--- config.mk ---
export PLATFORM = sky130hd
export DESIGN_NAME = alu_rr_arbiter
export DESIGN_NICKNAME = d
export VERILOG_FILES = /design/src/rtl/alu_pkg.sv /design/src/rtl/alu.sv /design/src/rtl/alu_rr_arbiter.sv
export SDC_FILE = /design/constraint.sdc
export NUM_CORES = 1
export LEC_CHECK = 0
export BUFFER_PORTS_ARGS = -buffer_cell sky130_fd_sc_hd__buf_4
export CAP_MARGIN = 30
export CORE_MARGIN = 3
export CORE_UTILIZATION = 45
export CTS_CLUSTER_DIAMETER = 200
export DETAILED_ROUTE_END_ITERATION = 6
export PLACE_DENSITY = 0.72
export SLEW_MARGIN = 20
export SYNTH_ARGS = -nofsm -noshare
export SYNTH_HDL_FRONTEND = slang
export SYNTH_SLANG_ARGS = --single-unit
export TNS_END_PERCENT = 10
--- constraint.sdc ---
create_clock -name clk -period 9.66 [get_ports clk]
set_clock_uncertainty 0.2 [all_clocks]
set_input_delay 2.898 -clock clk [delete_from_list [all_inputs] [get_ports clk]]
set_output_delay 2.898 -clock clk [all_outputs]
set_load 0.01 [all_outputs]
--- src/rtl/alu_pkg.sv ---
// Shared types for the ALU and its two-requester round-robin arbiter.
package alu_pkg;

  localparam int STAT_W = 16;

  typedef enum logic [2:0] {
    ALU_ADD = 3'b000,
    ALU_SUB = 3'b001,
    ALU_AND = 3'b010,
    ALU_OR  = 3'b011,
    ALU_XOR = 3'b100
  } alu_op_e;

  typedef enum logic {
    IDLE = 1'b0,
    RESP = 1'b1
  } arb_state_e;

  // Opcodes 101..111 are reserved and reported as errors.
  function automatic logic alu_op_legal(input logic [2:0] op);
    return (op <= 3'b100);
  endfunction

endpackage

--- src/rtl/alu.sv ---
// Combinational ALU: add/sub/and/or/xor evaluated W+1 bits wide so bit W is carry/borrow.
module alu
  import alu_pkg::*;
#(
  parameter int W = 4
) (
  input  logic [W-1:0] a_i,
  input  logic [W-1:0] b_i,
  input  logic [2:0]   op_i,
  output logic [W-1:0] y_o,
  output logic         zero_o,
  output logic         carry_o
);

  logic [W:0] wide_s;

  always_comb begin
    wide_s = '0;
    case (op_i)
      ALU_ADD: wide_s = {1'b0, a_i} + {1'b0, b_i};
      ALU_SUB: wide_s = {1'b0, a_i} - {1'b0, b_i};
      ALU_AND: wide_s = {1'b0, a_i & b_i};
      ALU_OR:  wide_s = {1'b0, a_i | b_i};
      ALU_XOR: wide_s = {1'b0, a_i ^ b_i};
      default: wide_s = '0;
    endcase
  end

  assign y_o     = wide_s[W-1:0];
  assign carry_o = wide_s[W];
  assign zero_o  = (wide_s[W-1:0] == '0);

endmodule

--- src/rtl/alu_rr_arbiter.sv ---
// Round-robin arbiter feeding one shared ALU, with a single registered response slot.
// Optional grant counters are built when ALU_ARB_STATS_EN is defined.
module alu_rr_arbiter
  import alu_pkg::*;
#(
  parameter int W = 4
) (
  input  logic         clk,
  input  logic         rst_n,
  input  logic         req0_valid,
  output logic         req0_ready,
  input  logic [W-1:0] req0_a,
  input  logic [W-1:0] req0_b,
  input  logic [2:0]   req0_op,
  input  logic         req1_valid,
  output logic         req1_ready,
  input  logic [W-1:0] req1_a,
  input  logic [W-1:0] req1_b,
  input  logic [2:0]   req1_op,
  output logic         rsp_valid,
  input  logic         rsp_ready,
  output logic         rsp_id,
  output logic [W-1:0] rsp_y,
  output logic         rsp_zero,
  output logic         rsp_carry,
  output logic         rsp_err
`ifdef ALU_ARB_STATS_EN
  ,
  output logic [STAT_W-1:0] stat_gnt0,
  output logic [STAT_W-1:0] stat_gnt1
`endif
);

  arb_state_e   state_q, state_d;
  logic         last_gnt_q, last_gnt_d;
  logic         rsp_id_q, rsp_id_d;
  logic [W-1:0] rsp_y_q, rsp_y_d;
  logic         rsp_zero_q, rsp_zero_d;
  logic         rsp_carry_q, rsp_carry_d;
  logic         rsp_err_q, rsp_err_d;

  logic         gnt0, gnt1, issue_ok, acc0, acc1, accept;
  logic [W-1:0] alu_a, alu_b, alu_y;
  logic [2:0]   alu_op;
  logic         alu_zero, alu_carry;

  // Grant depends only on valids and last_gnt, never on payload, so ready stays payload-free.
  assign gnt0     = req0_valid && (!req1_valid || last_gnt_q);
  assign gnt1     = req1_valid && (!req0_valid || !last_gnt_q);
  assign issue_ok = (state_q == IDLE) || rsp_ready;
  assign req0_ready = gnt0 && issue_ok;
  assign req1_ready = gnt1 && issue_ok;
  assign acc0   = req0_valid && req0_ready;
  assign acc1   = req1_valid && req1_ready;
  assign accept = acc0 || acc1;

  always_comb begin
    alu_a  = req0_a;
    alu_b  = req0_b;
    alu_op = req0_op;
    if (gnt1) begin
      alu_a  = req1_a;
      alu_b  = req1_b;
      alu_op = req1_op;
    end else begin
      alu_a  = req0_a;
      alu_b  = req0_b;
      alu_op = req0_op;
    end
  end

  alu #(.W(W)) u_alu (
    .a_i    (alu_a),
    .b_i    (alu_b),
    .op_i   (alu_op),
    .y_o    (alu_y),
    .zero_o (alu_zero),
    .carry_o(alu_carry)
  );

  always_comb begin
    state_d     = state_q;
    last_gnt_d  = last_gnt_q;
    rsp_id_d    = rsp_id_q;
    rsp_y_d     = rsp_y_q;
    rsp_zero_d  = rsp_zero_q;
    rsp_carry_d = rsp_carry_q;
    rsp_err_d   = rsp_err_q;
    case (state_q)
      IDLE: begin
        if (accept) state_d = RESP;
        else        state_d = IDLE;
      end
      RESP: begin
        if (rsp_ready && !accept) state_d = IDLE;
        else                      state_d = RESP;
      end
      default: state_d = IDLE;
    endcase
    if (accept) begin
      last_gnt_d  = acc1;
      rsp_id_d    = acc1;
      rsp_y_d     = alu_y;
      rsp_zero_d  = alu_zero;
      rsp_carry_d = alu_carry;
      rsp_err_d   = !alu_op_legal(alu_op);
    end else begin
      last_gnt_d  = last_gnt_q;
      rsp_id_d    = rsp_id_q;
    end
  end

  // last_gnt resets to 1 so requester 0 wins the first tie.
  always_ff @(posedge clk or negedge rst_n) begin
    if (!rst_n) begin
      state_q     <= IDLE;
      last_gnt_q  <= 1'b1;
      rsp_id_q    <= 1'b0;
      rsp_y_q     <= '0;
      rsp_zero_q  <= 1'b0;
      rsp_carry_q <= 1'b0;
      rsp_err_q   <= 1'b0;
    end else begin
      state_q     <= state_d;
      last_gnt_q  <= last_gnt_d;
      rsp_id_q    <= rsp_id_d;
      rsp_y_q     <= rsp_y_d;
      rsp_zero_q  <= rsp_zero_d;
      rsp_carry_q <= rsp_carry_d;
      rsp_err_q   <= rsp_err_d;
    end
  end

  assign rsp_valid = (state_q == RESP);
  assign rsp_id    = rsp_id_q;
  assign rsp_y     = rsp_y_q;
  assign rsp_zero  = rsp_zero_q;
  assign rsp_carry = rsp_carry_q;
  assign rsp_err   = rsp_err_q;

`ifdef ALU_ARB_STATS_EN
  logic [STAT_W-1:0] cnt0_q, cnt0_d, cnt1_q, cnt1_d;

  // Saturating acceptance counters.
  always_comb begin
    cnt0_d = cnt0_q;
    cnt1_d = cnt1_q;
    if (acc0 && (cnt0_q != {STAT_W{1'b1}})) cnt0_d = cnt0_q + {{(STAT_W-1){1'b0}}, 1'b1};
    else                                    cnt0_d = cnt0_q;
    if (acc1 && (cnt1_q != {STAT_W{1'b1}})) cnt1_d = cnt1_q + {{(STAT_W-1){1'b0}}, 1'b1};
    else                                    cnt1_d = cnt1_q;
  end

  always_ff @(posedge clk or negedge rst_n) begin
    if (!rst_n) begin
      cnt0_q <= '0;
      cnt1_q <= '0;
    end else begin
      cnt0_q <= cnt0_d;
      cnt1_q <= cnt1_d;
    end
  end

  assign stat_gnt0 = cnt0_q;
  assign stat_gnt1 = cnt1_q;
`else
  // Statistics counters are not built in this configuration.
`endif

endmodule

==> report_table.html, run 1 <==
<table>
<tr><th>Metric</th><th>Value</th></tr>
<tr><th colspan="2">Global routing</th></tr>
<tr><td>Vias in the first global route</td><td>1,063</td></tr>
<tr><td>Global-route total usage across every layer</td><td>18.9%</td></tr>
<tr><td>Gr ovfl total</td><td>0</td></tr>
<tr><td>Pin count of the biggest net entering global routing</td><td>31</td></tr>
<tr><td>Initial antenna violation count</td><td>0</td></tr>
<tr><td>Wire length of the first global-routing pass</td><td>4950 um</td></tr>
<tr><th colspan="2">Finish</th></tr>
<tr><td>Commonest non-fill, non-tap cell in the layout</td><td>sky130_fd_sc_hd__buf_4</td></tr>
<tr><td>Layout-stage area growth over the synthesis result</td><td>28.1%</td></tr>
<tr><td>Ant. Diodes</td><td>0</td></tr>
<tr><td>Number of fillers in the final layout</td><td>about 210</td></tr>
<tr><td>Most frequent cells in the layout</td><td>38 x sky130_fd_sc_hd__buf_4, 12 x sky130_fd_sc_hd__inv_1, 10 x sky130_fd_sc_hd__mux2i_1, 10 x sky130_fd_sc_hd__nor2_1, 10 x sky130_fd_sc_hd__nand2_1</td></tr>
<tr><td>Fraction of layout cells with a size suffix above 1</td><td>roughly 30%</td></tr>
<tr><td>Nets</td><td>roughly 210</td></tr>
<tr><th colspan="2">STA</th></tr>
<tr><td>Fin crit share</td><td>between 70% and 80%</td></tr>
<tr><td>Top achievable clock speed</td><td>0.144 GHz</td></tr>
<tr><td>Worst-margin pin slew</td><td>between 0.4 and 0.5 ns</td></tr>
<tr><td>Remaining max-slew budget at the tightest pin</td><td>71.1%</td></tr>
<tr><td>Final Max Slew Viols</td><td>0</td></tr>
<tr><td>Final setup TNS</td><td>0 ns</td></tr>
<tr><td>Number of setup violations in the final report</td><td>0</td></tr>
<tr><td>Worst-case hold slack</td><td>around 0.3 ns</td></tr>
<tr><td>Clock period minus worst slack</td><td>6.95 ns</td></tr>
<tr><td>Fin. Hold Viols</td><td>0</td></tr>
<tr><td>Unrepaired setup endpoints after global routing</td><td>no</td></tr>
<tr><th colspan="2">CTS</th></tr>
<tr><td>CTS Hold Buffers Added</td><td>0</td></tr>
<tr><td>CTS Buf Count</td><td>3</td></tr>
<tr><td>Number of instances resized during post-cts repair</td><td>0</td></tr>
<tr><td>Post-CTS Setup Repair Bufs</td><td>0</td></tr>
<tr><td>Maximum level of the CTS H-tree</td><td>1</td></tr>
<tr><td>Clock tree from TritonCTS</td><td>yes</td></tr>
<tr><td>Clock slew at reported path FFs</td><td>0.06 ns</td></tr>
<tr><td>Skew-Pair Late Insertion Delay</td><td>approximately 0.27 ns</td></tr>
<tr><td>Max Root-Sink Buffers</td><td>2</td></tr>
<tr><td>Number of clock sinks seen by CTS</td><td>10</td></tr>
<tr><td>Clock root buffer master</td><td>sky130_fd_sc_hd__clkbuf_4</td></tr>
<tr><th colspan="2">Floorplan</th></tr>
<tr><td>Chip Width</td><td>about 57 um</td></tr>
<tr><td>Boundary Pins</td><td>38</td></tr>
<tr><td>DIE HEIGHT</td><td>roughly 57 um</td></tr>
<tr><td>Count of standard-cell rows</td><td>17</td></tr>
<tr><td>DIE AREA</td><td>3270 um2</td></tr>
<tr><td>Initial core utilization</td><td>50.4%</td></tr>
<tr><td>Area of the core</td><td>2340 um2</td></tr>
<tr><th colspan="2">Critical path</th></tr>
<tr><td>Endpoint required time on the critical path</td><td>roughly 6.6 ns</td></tr>
<tr><td>Kind of critical path</td><td>in2out</td></tr>
<tr><td>Peak fanout along the critical path</td><td>30</td></tr>
<tr><td>Launch instance of the worst register-to-register path</td><td>last_gnt_q$_DFFE_PN1P_</td></tr>
<tr><td>Kind of end point of the critical path</td><td>output pin</td></tr>
<tr><td>Arrival time at the worst endpoint</td><td>around 3.9 ns</td></tr>
<tr><td>Slack of the worst reg-to-reg path</td><td>6.33 ns</td></tr>
<tr><td>Critical Path Start</td><td>req0_valid</td></tr>
<tr><td>Type of origin of the critical path</td><td>primary input</td></tr>
<tr><th colspan="2">Placement</th></tr>
<tr><td>Global placer's final weighted congestion</td><td>between 0.8 and 0.9</td></tr>
<tr><td>Number of input and output port buffers inserted</td><td>37</td></tr>
<tr><td>Final HPWL DP</td><td>2500 um</td></tr>
<tr><th colspan="2">Routing</th></tr>
<tr><td>DR pass1 iterations</td><td>4</td></tr>
<tr><td>Routed wire length</td><td>roughly 3000 um</td></tr>
<tr><td>Routed len/inst</td><td>14.8 um</td></tr>
<tr><td>Detail Route Antenna Nets</td><td>0</td></tr>
<tr><td>DRC violations left</td><td>0</td></tr>
<tr><td>Drt first-iter violations</td><td>32</td></tr>
<tr><td>Vias per cell</td><td>approximately 5.6</td></tr>
<tr><td>Via count of the routed design</td><td>1,138</td></tr>
<tr><th colspan="2">Synth</th></tr>
<tr><td>Netlist area before placement</td><td>1180 um2</td></tr>
<tr><td>Flops &amp; latches, synth</td><td>10</td></tr>
<tr><td>Post-Synthesis Cells</td><td>between 100 and 150</td></tr>
<tr><td>Number of enable-type register cells in the synthesized netlist</td><td>0</td></tr>
<tr><td>Area share of the largest cell type after synthesis</td><td>19.1%</td></tr>
<tr><td>Cells taking the most area after synthesis</td><td>sky130_fd_sc_hd__dfrtp_1 19%, sky130_fd_sc_hd__ha_1 9.6%, sky130_fd_sc_hd__mux2i_1 8.5%</td></tr>
<tr><td>Library cells used by synthesis</td><td>40</td></tr>
<tr><td>Post-synthesis sequential area ratio</td><td>21.3%</td></tr>
<tr><td>Mean area per synthesized cell</td><td>8.60 um2</td></tr>
<tr><td>Top flip-flop cell by instance count after synthesis</td><td>sky130_fd_sc_hd__dfrtp_1</td></tr>
<tr><td>Yosys warning total</td><td>0</td></tr>
<tr><td>Largest area contributor in the netlist</td><td>sky130_fd_sc_hd__dfrtp_1</td></tr>
<tr><td>Syn_nets</td><td>174</td></tr>
<tr><td>Synth async-reset ratio</td><td>100%</td></tr>
<tr><th colspan="2">Hold path</th></tr>
<tr><td>Worst Min Path Start</td><td>rsp_zero$_DFFE_PN0P_</td></tr>
<tr><td>Class of the most critical hold timing path</td><td>reg2reg</td></tr>
<tr><th colspan="2">Power</th></tr>
<tr><td>Fraction of power consumed by sequential logic</td><td>28.6%</td></tr>
<tr><td>Part of the power in combinational logic</td><td>52.6%</td></tr>
<tr><td>Cell Pwr Density</td><td>~130 nW/um2</td></tr>
<tr><td>Proportion of power drawn by the clock network</td><td>18.8%</td></tr>
<tr><td>Net switching share of the total power</td><td>36.9%</td></tr>
<tr><td>Int Power</td><td>127 uW</td></tr>
<tr><td>Max rail drop VDD</td><td>0.123 mV</td></tr>
<tr><td>Switch Pwr</td><td>74.0 uW</td></tr>
<tr><td>P_leak</td><td>0.710 nW</td></tr>
<tr><th colspan="2">Run</th></tr>
<tr><td>Max Cap Violations</td><td>0</td></tr>
<tr><th colspan="2">Outcome</th></tr>
<tr><td>Status</td><td>finished, final reports clean</td></tr>
</table>
==> kinds of logic after synthesis <==
group	count (synthesis)	synth area share, %
multiplexers	17	15.2
AND/OR/NAND/NOR	43	20.6
AO/OA/AOI/OAI	36	22.0
XOR/XNOR	5	3.72
buffers and inverters	16	5.94
flip-flops	10	21.3
adder cells (fa/ha/maj)	10	11.3
==> critical path, stage by stage <==
cell and delay, ns:
sky130_fd_sc_hd__buf_4 0.13, sky130_fd_sc_hd__a21boi_2 0.12, sky130_fd_sc_hd__buf_4 0.34, sky130_fd_sc_hd__and2_1 0.22, sky130_fd_sc_hd__buf_4 0.13
==> Yosys cell counts, types with 2 or more instances <==
cell	instances
sky130_fd_sc_hd__buf_2	2
sky130_fd_sc_hd__dfrtp_1	9
sky130_fd_sc_hd__ha_1	9
sky130_fd_sc_hd__mux2i_1	10
sky130_fd_sc_hd__a31oi_1	2
sky130_fd_sc_hd__mux2_2	7
sky130_fd_sc_hd__xor2_1	2
sky130_fd_sc_hd__nor2_1	10
sky130_fd_sc_hd__xnor2_1	3
sky130_fd_sc_hd__nand3b_1	8
sky130_fd_sc_hd__a22oi_1	4
sky130_fd_sc_hd__nor3b_1	4
sky130_fd_sc_hd__o21ai_0	4
sky130_fd_sc_hd__nor2b_1	2
sky130_fd_sc_hd__o21a_1	3
sky130_fd_sc_hd__nand2b_1	3
sky130_fd_sc_hd__inv_1	12
sky130_fd_sc_hd__nand2_1	10
sky130_fd_sc_hd__a21oi_1	9
sky130_fd_sc_hd__o211ai_1	4
==> metal layers <==
layer | part of all wire (%) | vias up | global-route usage, %
met5 | 0 | - | 0
met4 | 0.46 | 0 | 2.98
met3 | 5.2 | 2 | 4.30
met2 | 50 | 31 | 31.8
met1 | 44 | 531 | 25.0
li1 | - | 574 | -
==> power groups by stage <==
stage	Clock (mW)	Sequential, mW	Combinational [mW]
after floorplan	0	0.0620	0.0622
final	0.0378	0.0575	0.105
after CTS	0.0388	0.0576	0.107
after global placement	0	0.0578	0.103
after detailed placement	0	0.0585	0.106
after global routing	0.0410	0.0589	0.117
==> state kept, by name (all words and copies together) (netlist names) <==
| register | flops |
|---|---|
| last_gnt_q | 1 |
| rsp_carry | 1 |
| rsp_err | 1 |
| rsp_id | 1 |
| rsp_valid | 1 |
| rsp_y | 4 |
| rsp_zero | 1 |
==> through the flow <==
step                      instances  area (um2)  utilization (%)  power, mW  setup WS [ns]
final                           203        1510             64.5      0.201           2.71
after global routing            203        1510             64.5      0.217           2.65
after CTS                       203        1510             64.5      0.203           2.72
after detailed placement        199        1470             63.0      0.165           2.73
after global placement          199        1470             63.0      0.161           2.77
after floorplan                 137        1180                -      0.124           2.69
==> final cells by class <==
cell class	instances	area [um2]	area share (%)
clock buffers	4	36.3	2.40
inverters	12	45.0	2.98
multi-input cells	111	857	56.8
flip-flops and latches	10	251	16.7
well taps	28	35.0	2.32
repair buffers	38	285	18.9
==> final timing paths <==
kind / to / depth (start not counted)
hold / removal: rsp_zero$_DFFE_PN0P_ / 2
max in group asynchronous: last_gnt_q$_DFFE_PN1P_ / 1
min in group asynchronous: rsp_valid$_DFF_PN0_ / 1
hold reg to reg: rsp_zero$_DFFE_PN0P_ / 2
setup / recovery: req1_ready / 5
setup reg to reg: rsp_zero$_DFFE_PN0P_ / 11
No activity file was read; power rests on OpenSTA's default activity.
==> run 2: changes to the inputs <==
--- a/config.mk
+++ b/config.mk
@@ -11,7 +11,7 @@
 export CORE_UTILIZATION = 45
 export CTS_CLUSTER_DIAMETER = 200
 export DETAILED_ROUTE_END_ITERATION = 6
-export PLACE_DENSITY = 0.72
+export PLACE_DENSITY = 0.75
 export SLEW_MARGIN = 20
 export SYNTH_ARGS = -nofsm -noshare
 export SYNTH_HDL_FRONTEND = slang
==> constraint.sdc (replaced) <==
create_clock -name clk -period 5.86 [get_ports clk]
set_clock_uncertainty 0.2 [all_clocks]
set_input_delay 1.758 -clock clk [delete_from_list [all_inputs] [get_ports clk]]
set_output_delay 1.758 -clock clk [all_outputs]
set_load 0.01 [all_outputs]
==> report_table.html, run 2 (synthesis results as in run 1) <==
<table>
<tr><th>Metric</th><th>Value</th></tr>
<tr><th colspan="2">Critical path</th></tr>
<tr><td>Slowest stage cell, crit path</td><td>sky130_fd_sc_hd__a21boi_2</td></tr>
<tr><td>Worst path cell trace</td><td>buf_4 &gt; a21boi_2 &gt; buf_4 &gt; mux2i_1 &gt; xor2_1 &gt; ha_1 &gt; nand2_1 &gt; nor3b_1 &gt; o311ai_0 &gt; o211ai_1 &gt; o41ai_2</td></tr>
<tr><td>Number of buffers and inverters on the critical path</td><td>2</td></tr>
<tr><td>Capture instance of the worst register-to-register path</td><td>rsp_zero$_DFFE_PN0P_</td></tr>
<tr><td>Launch instance of the worst register-to-register path</td><td>last_gnt_q$_DFFE_PN1P_</td></tr>
<tr><td>Kind of cell adding the most delay to the critical path</td><td>compound AO/OA/AOI/OAI gates</td></tr>
<tr><td>Arrival time at the worst endpoint</td><td>4.69 ns</td></tr>
<tr><td>Endpoint required time on the critical path</td><td>5.82 ns</td></tr>
<tr><td>Slack of the worst reg-to-reg path</td><td>2.38 ns</td></tr>
<tr><td>Reg2reg path depth</td><td>10</td></tr>
<tr><td>Most common cell on crit path</td><td>sky130_fd_sc_hd__buf_4</td></tr>
<tr><td>Kind of end point of the critical path</td><td>register</td></tr>
<tr><td>Stage delay of the slowest cell on the critical path</td><td>roughly 0.5 ns</td></tr>
<tr><td>Peak fanout along the critical path</td><td>19</td></tr>
<tr><td>Type of origin of the critical path</td><td>primary input</td></tr>
<tr><td>Kind of critical path</td><td>in2reg</td></tr>
<tr><th colspan="2">CTS</th></tr>
<tr><td>Max Root-Sink Buffers</td><td>2</td></tr>
<tr><td>Clock tree from TritonCTS</td><td>yes</td></tr>
<tr><td>Clock slew at reported path FFs</td><td>approximately 0.070 ns</td></tr>
<tr><td>Number of clock sinks seen by CTS</td><td>10</td></tr>
<tr><td>Number of instances resized during post-cts repair</td><td>0</td></tr>
<tr><td>Post-CTS Setup Repair Bufs</td><td>0</td></tr>
<tr><td>Maximum level of the CTS H-tree</td><td>1</td></tr>
<tr><td>CTS Hold Buffers Added</td><td>0</td></tr>
<tr><td>Clock root buffer master</td><td>sky130_fd_sc_hd__clkbuf_4</td></tr>
<tr><td>Skew-Pair Late Insertion Delay</td><td>0.26 ns</td></tr>
<tr><td>CTS Buf Count</td><td>3</td></tr>
<tr><th colspan="2">Global routing</th></tr>
<tr><td>Global-route total usage across every layer</td><td>19.0%</td></tr>
<tr><td>Vias in the first global route</td><td>roughly 1,200</td></tr>
<tr><td>Wire length of the first global-routing pass</td><td>a little over 5000 um</td></tr>
<tr><td>Initial antenna violation count</td><td>0</td></tr>
<tr><td>Gr ovfl total</td><td>0</td></tr>
<tr><td>Pin count of the biggest net entering global routing</td><td>20</td></tr>
<tr><th colspan="2">Finish</th></tr>
<tr><td>Fraction of layout cells with a size suffix above 1</td><td>30.3%</td></tr>
<tr><td>Most frequent cells in the layout</td><td>38 x sky130_fd_sc_hd__buf_4, 12 x sky130_fd_sc_hd__inv_1, 10 x sky130_fd_sc_hd__mux2i_1, 10 x sky130_fd_sc_hd__nor2_1, 10 x sky130_fd_sc_hd__nand2_1</td></tr>
<tr><td>Commonest non-fill, non-tap cell in the layout</td><td>sky130_fd_sc_hd__buf_4</td></tr>
<tr><td>Post-Layout Inst Area</td><td>1510 um2</td></tr>
<tr><td>Nets</td><td>213</td></tr>
<tr><td>Area of all sequential standard cells</td><td>around 250 um2</td></tr>
<tr><td>Number of flip-flops under the largest register name</td><td>4</td></tr>
<tr><td>Ant. Diodes</td><td>0</td></tr>
<tr><td>Final cell count without fillers</td><td>slightly above 200</td></tr>
<tr><td>Multi-input combinational cell area</td><td>~860 um2</td></tr>
<tr><td>Number of fillers in the final layout</td><td>202</td></tr>
<tr><td>Layout-stage area growth over the synthesis result</td><td>28.1%</td></tr>
<tr><th colspan="2">Routing</th></tr>
<tr><td>Vias per cell</td><td>5.75</td></tr>
<tr><td>Routed wire length</td><td>3030 um</td></tr>
<tr><td>Met1 Routed Length</td><td>1290 um</td></tr>
<tr><td>Routed len/inst</td><td>about 15 um</td></tr>
<tr><td>Via count of the routed design</td><td>1,167</td></tr>
<tr><td>Met3 Routed Length</td><td>150 um</td></tr>
<tr><td>DRC violations left</td><td>0</td></tr>
<tr><td>Detail Route Antenna Nets</td><td>0</td></tr>
<tr><td>Met2 Wirelength</td><td>1520 um</td></tr>
<tr><td>Uppermost routed layer</td><td>met4</td></tr>
<tr><td>DR pass1 iterations</td><td>4</td></tr>
<tr><td>Drt first-iter violations</td><td>43</td></tr>
<tr><th colspan="2">Placement</th></tr>
<tr><td>Pre-CTS setup slack</td><td>around 0.91 ns</td></tr>
<tr><td>Global placer's final weighted congestion</td><td>0.839</td></tr>
<tr><td>Placement Cell Area</td><td>1470 um2</td></tr>
<tr><td>Number of input and output port buffers inserted</td><td>37</td></tr>
<tr><td>Final HPWL DP</td><td>2540 um</td></tr>
<tr><td>Number of placed cells counting well taps</td><td>199</td></tr>
<tr><th colspan="2">Floorplan</th></tr>
<tr><td>Count of standard-cell rows</td><td>17</td></tr>
<tr><td>Initial core utilization</td><td>slightly above 50%</td></tr>
<tr><td>Boundary Pins</td><td>38</td></tr>
<tr><td>Area of the core</td><td>2340 um2</td></tr>
<tr><td>DIE AREA</td><td>3270 um2</td></tr>
<tr><td>DIE HEIGHT</td><td>57.2 um</td></tr>
<tr><td>Chip Width</td><td>57.2 um</td></tr>
<tr><th colspan="2">STA</th></tr>
<tr><td>Fin. Hold Viols</td><td>0</td></tr>
<tr><td>Clock period minus worst slack</td><td>~4.7 ns</td></tr>
<tr><td>Worst-case hold slack</td><td>0.291 ns</td></tr>
<tr><td>Unrepaired setup endpoints after global routing</td><td>no</td></tr>
<tr><td>Top achievable clock speed</td><td>between 0.2 and 0.25 GHz</td></tr>
<tr><td>Number of setup violations in the final report</td><td>0</td></tr>
<tr><td>Fin crit share</td><td>80.6%</td></tr>
<tr><td>Worst-margin pin slew</td><td>0.596 ns</td></tr>
<tr><td>Final Max Slew Viols</td><td>0</td></tr>
<tr><td>Minimum setup slack in the final design</td><td>1.14 ns</td></tr>
<tr><td>Final setup TNS</td><td>0 ns</td></tr>
<tr><td>Remaining max-slew budget at the tightest pin</td><td>60.0%</td></tr>
<tr><th colspan="2">Hold path</th></tr>
<tr><td>Worst Min Path Start</td><td>rsp_zero$_DFFE_PN0P_</td></tr>
<tr><td>Destination of the worst hold path</td><td>rsp_zero$_DFFE_PN0P_</td></tr>
<tr><td>Hold path cells</td><td>2</td></tr>
<tr><td>Class of the most critical hold timing path</td><td>reg2reg</td></tr>
<tr><th colspan="2">Power</th></tr>
<tr><td>P_leak</td><td>0.710 nW</td></tr>
<tr><td>Max rail drop VDD</td><td>0.136 mV</td></tr>
<tr><td>Cell Pwr Density</td><td>between 200 and 250 nW/um2</td></tr>
<tr><th colspan="2">Outcome</th></tr>
<tr><td>Status</td><td>finished, final reports clean</td></tr>
<tr><th colspan="2">Run</th></tr>
<tr><td>Max Cap Violations</td><td>0</td></tr>
</table>
-- run 2: stage by stage --
step                util (%)  power (mW)
global placement        63.0       0.265
finish                  64.5       0.331
floorplan                  -       0.205
global route            64.5       0.358
detailed placement      63.0       0.270
CTS                     64.5       0.333
-- run 2: layout make-up --
cell class	instances	area share, %
inverters	12	2.98
repair buffers	38	18.9
multi-input cells	111	56.8
well taps	28	2.32
clock buffers	4	2.40
flip-flops and latches	10	16.7
-- run 2: report_power, final --
part / leakage (nW) / internal, mW / switching [mW] / total (mW)
logic: 0.569 / 0.0852 / 0.0896 / 0.175
registers: 0.120 / 0.0858 / 0.00880 / 0.0946
clock network: 0.0210 / 0.0377 / 0.0238 / 0.0615
-- run 2: worst max path at each step --
stage	startpoint	to	depth (start not counted)
6_report	req1_valid	rsp_zero$_DFFE_PN0P_	11
5_1_grt	req1_valid	rsp_zero$_DFFE_PN0P_	11
4_1_cts	req0_valid	rsp_zero$_DFFE_PN0P_	11
3_5_place_dp	req0_valid	rsp_zero$_DFFE_PN0P_	11
3_3_place_gp	req0_valid	rsp_zero$_DFFE_PN0P_	11
2_1_floorplan	req1_valid	req1_ready	5
-- run 2: tightest hold or removal path: cells and delay by family, from the launching register on --
kind,cells,cell delay (ns)
compound gates,1,0.05
flops,1,0.34
simple gates,1,0.07
-- run 2: routing by layer --
metal | GRT usage (%) | vias to the layer above
li1 | - | 580
met1 | 22.9 | 540
met2 | 34.4 | 39
met5 | 0 | -
met3 | 2.49 | 8
met4 | 6.62 | 0
